## src/rtl/hi_term_router.sv

```systemverilog
// Host-to-terminal router: decodes the host terminal address once per transaction,
// forwards host traffic to the matching device port, answers unmatched transactions
// locally and aborts transactions whose device stalls for too long.
module hi_term_router #(
  parameter int unsigned               NUM_TERMS  = 2,
  parameter logic [16*NUM_TERMS-1:0]   TERM_ADDRS = {16'h0001, 16'h0000},
  parameter int unsigned               TIMEOUT    = 1024
) (
  input  logic                      ifclk,
  input  logic                      resetb,
  input  logic [15:0]               di_term_addr,
  input  logic [31:0]               di_reg_addr,
  input  logic [31:0]               di_len,
  input  logic                      di_read_mode,
  input  logic                      di_read_req,
  input  logic                      di_read,
  input  logic                      di_write_mode,
  input  logic                      di_write,
  input  logic [31:0]               di_reg_datai,
  output logic                      di_read_rdy,
  output logic                      di_write_rdy,
  output logic [31:0]               di_reg_datao,
  output logic [15:0]               di_transfer_status,
  output logic [16*NUM_TERMS-1:0]   T_di_term_addr,
  output logic [32*NUM_TERMS-1:0]   T_di_reg_addr,
  output logic [32*NUM_TERMS-1:0]   T_di_len,
  output logic [32*NUM_TERMS-1:0]   T_di_reg_datai,
  output logic [NUM_TERMS-1:0]      T_di_read_mode,
  output logic [NUM_TERMS-1:0]      T_di_read_req,
  output logic [NUM_TERMS-1:0]      T_di_read,
  output logic [NUM_TERMS-1:0]      T_di_write_mode,
  output logic [NUM_TERMS-1:0]      T_di_write,
  input  logic [NUM_TERMS-1:0]      T_di_read_rdy,
  input  logic [NUM_TERMS-1:0]      T_di_write_rdy,
  input  logic [32*NUM_TERMS-1:0]   T_di_reg_datao,
  input  logic [16*NUM_TERMS-1:0]   T_di_transfer_status,
  output logic                      timeout_err
);

  localparam int unsigned SelW = (NUM_TERMS > 1) ? $clog2(NUM_TERMS) : 1;
  localparam int unsigned CntW = $clog2(TIMEOUT + 1);

  typedef enum logic [1:0] {StIdle, StRoute, StNoMatch, StTimeout} state_e;

  state_e          state_q;
  logic [SelW-1:0] sel_q;
  logic            pend_req_q;
  logic [CntW-1:0] cnt_q;
  logic            timeout_err_q;

  logic            any_mode;
  logic            match_hit;
  logic [SelW-1:0] match_idx;
  logic            sel_rrdy;
  logic            sel_wrdy;
  logic            stall;

  assign any_mode    = di_read_mode | di_write_mode;
  assign timeout_err = timeout_err_q;

  // Address decode: descending scan so the lowest matching port wins.
  always_comb begin
    match_hit = 1'b0;
    match_idx = '0;
    for (int k = int'(NUM_TERMS) - 1; k >= 0; k--) begin
      if (TERM_ADDRS[16*k +: 16] == di_term_addr) begin
        match_hit = 1'b1;
        match_idx = SelW'(k);
      end
    end
  end

  // Readiness of the selected port and the resulting stall condition.
  always_comb begin
    sel_rrdy = 1'b0;
    sel_wrdy = 1'b0;
    for (int k = 0; k < int'(NUM_TERMS); k++) begin
      if (sel_q == SelW'(k)) begin
        sel_rrdy = T_di_read_rdy[k];
        sel_wrdy = T_di_write_rdy[k];
      end
    end
    stall = (di_write_mode & ~sel_wrdy) | (di_read_mode & ~sel_rrdy);
  end

  // Transaction sequencing, port selection, read-request replay and stall timeout.
  always_ff @(posedge ifclk or negedge resetb) begin
    if (!resetb) begin
      state_q       <= StIdle;
      sel_q         <= '0;
      pend_req_q    <= 1'b0;
      cnt_q         <= '0;
      timeout_err_q <= 1'b0;
    end else begin
      unique case (state_q)
        StIdle: begin
          cnt_q <= '0;
          if (any_mode) begin
            timeout_err_q <= 1'b0;
            if (match_hit) begin
              state_q    <= StRoute;
              sel_q      <= match_idx;
              pend_req_q <= di_read_req;
            end else begin
              state_q <= StNoMatch;
            end
          end
        end
        StRoute: begin
          pend_req_q <= 1'b0;
          if (!any_mode) begin
            state_q <= StIdle;
            cnt_q   <= '0;
          end else if (stall) begin
            cnt_q <= cnt_q + 1'b1;
            // This increment makes the counter reach TIMEOUT.
            if (cnt_q == CntW'(TIMEOUT - 1)) begin
              state_q       <= StTimeout;
              timeout_err_q <= 1'b1;
            end
          end else begin
            cnt_q <= '0;
          end
        end
        StNoMatch, StTimeout: begin
          if (!any_mode) state_q <= StIdle;
        end
        default: state_q <= StIdle;
      endcase
    end
  end

  // Port fan-out and host response mux; everything idles at zero outside a transaction.
  always_comb begin
    T_di_term_addr     = '0;
    T_di_reg_addr      = '0;
    T_di_len           = '0;
    T_di_reg_datai     = '0;
    T_di_read_mode     = '0;
    T_di_read_req      = '0;
    T_di_read          = '0;
    T_di_write_mode    = '0;
    T_di_write         = '0;
    di_read_rdy        = 1'b0;
    di_write_rdy       = 1'b0;
    di_reg_datao       = '0;
    di_transfer_status = '0;
    if (state_q == StRoute || state_q == StTimeout) begin
      for (int k = 0; k < int'(NUM_TERMS); k++) begin
        if (sel_q == SelW'(k)) begin
          T_di_term_addr[16*k +: 16] = di_term_addr;
          T_di_reg_addr[32*k +: 32]  = di_reg_addr;
          T_di_len[32*k +: 32]       = di_len;
          T_di_reg_datai[32*k +: 32] = di_reg_datai;
          T_di_read_req[k]           = di_read_req | pend_req_q;
          T_di_read[k]               = di_read;
          T_di_write[k]              = di_write;
          // Modes drop in the timeout state so the device abandons the transfer.
          if (state_q == StRoute) begin
            T_di_read_mode[k]  = di_read_mode;
            T_di_write_mode[k] = di_write_mode;
            di_read_rdy        = T_di_read_rdy[k];
            di_write_rdy       = T_di_write_rdy[k];
            di_reg_datao       = T_di_reg_datao[32*k +: 32];
            di_transfer_status = T_di_transfer_status[16*k +: 16];
          end
        end
      end
    end
    if (state_q == StNoMatch || state_q == StTimeout) begin
      di_read_rdy        = 1'b1;
      di_write_rdy       = 1'b1;
      di_reg_datao       = 32'hDEADBEEF;
      di_transfer_status = (state_q == StTimeout) ? 16'h0002 : 16'h0001;
    end
  end

endmodule

```

## config.mk

```make
export PLATFORM = sky130hd
export DESIGN_NAME = hi_term_router
export DESIGN_NICKNAME = d
export VERILOG_FILES = /design/src/rtl/hi_term_router.sv
export SDC_FILE = /design/constraint.sdc
export NUM_CORES = 1
export LEC_CHECK = 0
export CORE_AREA = 2 2 198 200
export CTS_CLUSTER_DIAMETER = 30
export DETAILED_ROUTE_END_ITERATION = 10
export DIE_AREA = 0 0 200 202
export HOLD_SLACK_MARGIN = 0.06
export SLEW_MARGIN = 20
export SYNTH_ARGS = -nofsm -noshare
export SYNTH_HDL_FRONTEND = slang
export SYNTH_SLANG_ARGS = --single-unit
```

## constraint.sdc

```tcl
create_clock -name ifclk -period 4.95 [get_ports ifclk]
set_input_delay 0.99 -clock ifclk [delete_from_list [all_inputs] [get_ports ifclk]]
set_output_delay 0.99 -clock ifclk [all_outputs]
set_load 0.02 [all_outputs]
```

==> results by group <==
Clocking
  • Clock Latency Late Sink: 0.25 ns
  • CTS Buf Count: 3
  • Resize count post-CTS: 0
  • CTS tree: done
  • Clock sink count: 16
  • Clk slew on worst S/H paths: 0.05 ns
  • Hold Buf Count CTS: 0
  • Root Buffer: clkbuf_16
  • Post-CTS Setup Bufs: 0
  • CTS H-Tree Depth: 1
  • Max Buffers Root-to-Sink: 2

Placed design
  • Place WS: 1.11 ns
  • GPL Wtd Cong: 0.785
  • PortBufs: 503
  • DP HPWL: 20.3 mm
  • Placed inst area: 8820 sq um

Detailed routing
  • Post-route DRC violation count: 0
  • Top Metal Used: met5
  • Vias per inst: 3.66
  • Routed WL: 24.2 mm
  • Metal2 WL: 12.4 mm
  • Via count: 5330
  • Final ANT Viol Nets: 0
  • Routed length on met3: 2.34 mm
  • Met1 wire length: 9.29 mm
  • Initial DRC Count: 147
  • Router iterations before antenna repair: 4
  • WL per Instance: 16.6 um

Finish
  • Layout cells sized above 1: 0.0213
  • Nets: 1158
  • Final non-filler cell area: 8910 sq um
  • Register area: 408 sq um
  • Area of the multi-input gates: 2640 sq um
  • Fillers: 4161
  • Synth-to-Final Area Change: 174%

Setup path
  • Cell family with most CP delay: buffers and inverters
  • CP Max Fanout: 84
  • Critical Path End Type: primary output
  • Arrival @ worst endpoint: 3.06 ns
  • Critical path class: reg2out
  • Worst reg2reg path depth: 4
  • R2R Path End: state_q[1]
  • Required @ worst endpoint: 3.96 ns
  • R2R setup slack: 2.47 ns
  • Buf/Inv on CP: 3
  • CP Cell Sequence: inv_1 -> nor2_4 -> buf_4 -> and2_1 -> clkdlybuf4s50_1
  • Largest stage delay, worst path: 0.76 ns
  • RR Startpoint: sel_q
  • Startpoint type of the worst setup path: register
  • Cell at the slowest stage of the critical path: dfrtp_4

Synthesis
  • Top post-synthesis cells by area: and3_1, and2_1, mux2i_1
  • Synth Area in Compound Gates: 0.0845
  • Synth Area in Simple Gates: 0.539
  • Synth Area in Adders: 0.00384
  • FFs w/ async S/R, synth: 1.00
  • Largest family of logic cells by synthesized area: simple AND/OR/NAND/NOR gates
  • Most frequent cell after synthesis: and3_1
  • Avg Inst Size Synth: 6.86 sq um
  • Xor and xnor area share after synthesis: 0.0188
  • Commonest cells in the netlist: and3_1, and2_1, clkbuf_1, mux2i_1, nor2_1
  • Post-synthesis sequential area ratio: 0.123
  • Synthesis-stage register bit count: 16
  • Netlist cell types: 40
  • Synth Flop Type: dfrtp_1
  • Top cell type's share of synthesized area: 0.223
  • Area leader, netlist: and3_1
  • Post-Syn Nets: 695
  • Post-synth EDFFs: 0
  • Post-synthesis cell count: 475
  • Synth Warn #: 0
  • Synth Cell Area: 3260 sq um
  • Post-synthesis mux area share: 0.162

GRT
  • Initial antenna violation count: 9
  • Gr ovfl total: 0
  • Largest net degree at the start of global routing: 85
  • Total Routing Usage GR: 0.110
  • First-pass GRT wire length: 33.6 mm
  • Number of global-route vias before repair: 5462

STA
  • Clk_skew: 0.00461 ns
  • Fin crit period: 4.05 ns
  • Fin crit share: 0.818
  • Slew headroom: 0.432
  • Actual slew at the worst max-slew pin: 0.852 ns
  • RSZ-0062 raised after global routing: no
  • Final setup vio count: 0
  • Setup TNS Final: 0 ns
  • Final setup margin: 0.903 ns
  • Final Hold Fails: 0
  • Slew Viols, Final: 0
  • Fmax: 0.247 GHz

Die
  • Die Ht: 202 um
  • CORE AREA: 38300 sq um
  • Std-Cell Rows: 72
  • Die width: 200 um
  • Starting Density: 0.0851
  • Die area: 40400 sq um
  • I/O Pins: 504

Min path
  • Hold WC Path Type: reg2reg
  • HP Start: timeout_err
  • Hold path depth: 2
  • Hold EP: timeout_err

Run
  • Max Cap Viol: 0

Power
  • Leakage power: 3.46 nW
  • Power per cell area: 65.1 nW/um^2
  • VDD IR-drop max: 0.105 mV

Status
  • Status: complete, no violations
## metal layers
metal | vias up | track usage
met5 | - | 0
met4 | 2 | 0.00794
met3 | 22 | 0.0264
met2 | 316 | 0.216
met1 | 2420 | 0.122
li1 | 2570 | -
## report_power, final
group | total [mW] | internal [mW] | switching, mW
Clock | 0.175 | 0.123 | 0.0517
Combinational | 0.272 | 0.184 | 0.0877
Sequential | 0.133 | 0.131 | 0.00198
## stage by stage
stage	utilization	hold WS (ns)	std cells	power (mW)
6_report	0.233	0.512	1458	0.580
5_1_grt	0.233	0.547	1455	0.609
4_1_cts	0.233	0.515	1455	0.585
3_5_place_dp	0.230	0.492	1451	0.410
3_3_place_gp	0.230	0.495	1451	0.409
2_1_floorplan	-	0.501	475	0.178
## state kept, by name, summed over array words and instances, names as in the netlist
signal       cells
sel_q            1
timeout_err      1
state_q          2
cnt_q           11
pend_req_q       1
## logic make-up (layout without fill, tap and decap cells)
logic type               Yosys count  count (layout)
AND/OR/NAND/NOR                  298             298
buffers and inverters             57             519
multiplexers                      51              51
AO/OA/AOI/OAI                     45              45
flip-flops                        16              16
XOR/XNOR                           7               7
adder cells (fa/ha/maj)            1               1
other                              0               3
## how the worst max path moves through the flow
stage                         end  cells after the start              from  slack (ns)
2_1_floorplan         di_read_rdy                      2  T_di_read_rdy[0]        2.41
3_3_place_gp   T_di_reg_datai[31]                      5        state_q[0]        1.13
3_5_place_dp   T_di_reg_datai[31]                      5        state_q[0]        1.11
4_1_cts        T_di_reg_datai[31]                      5        state_q[0]        0.83
5_1_grt        T_di_reg_datai[31]                      5        state_q[0]        0.67
6_report         T_di_reg_addr[6]                      5        state_q[0]        0.90
## tightest hold or removal path: stages (launching register included)
cell and delay, ns:
dfrtp_1 0.35, nand2_1 0.05, o21ai_1 0.07
## final cells by class
| class | instances | area share |
|---|---|---|
| timing repair buffer | 511 | 0.573 |
| multi-input combinational | 402 | 0.296 |
| tap | 518 | 0.0727 |
| sequential | 16 | 0.0458 |
| clock buffer | 4 | 0.00996 |
| inverter | 4 | 0.00168 |
| antenna | 3 | 0.000842 |
## cells in the final DEF, fill, tap and decap left out, types with 4 or more instances in the layout
cell and n:
and2_1 113, clkdlybuf4s50_1 503, and3_1 116, mux2i_1 48, nor2_1 34, xnor2_1 6
dfrtp_1 14, inv_1 4, nor3_1 5, nand2_1 10, o21ai_0 28, buf_4 7
nor4_1 4
Power figures use the tool's default switching activity.
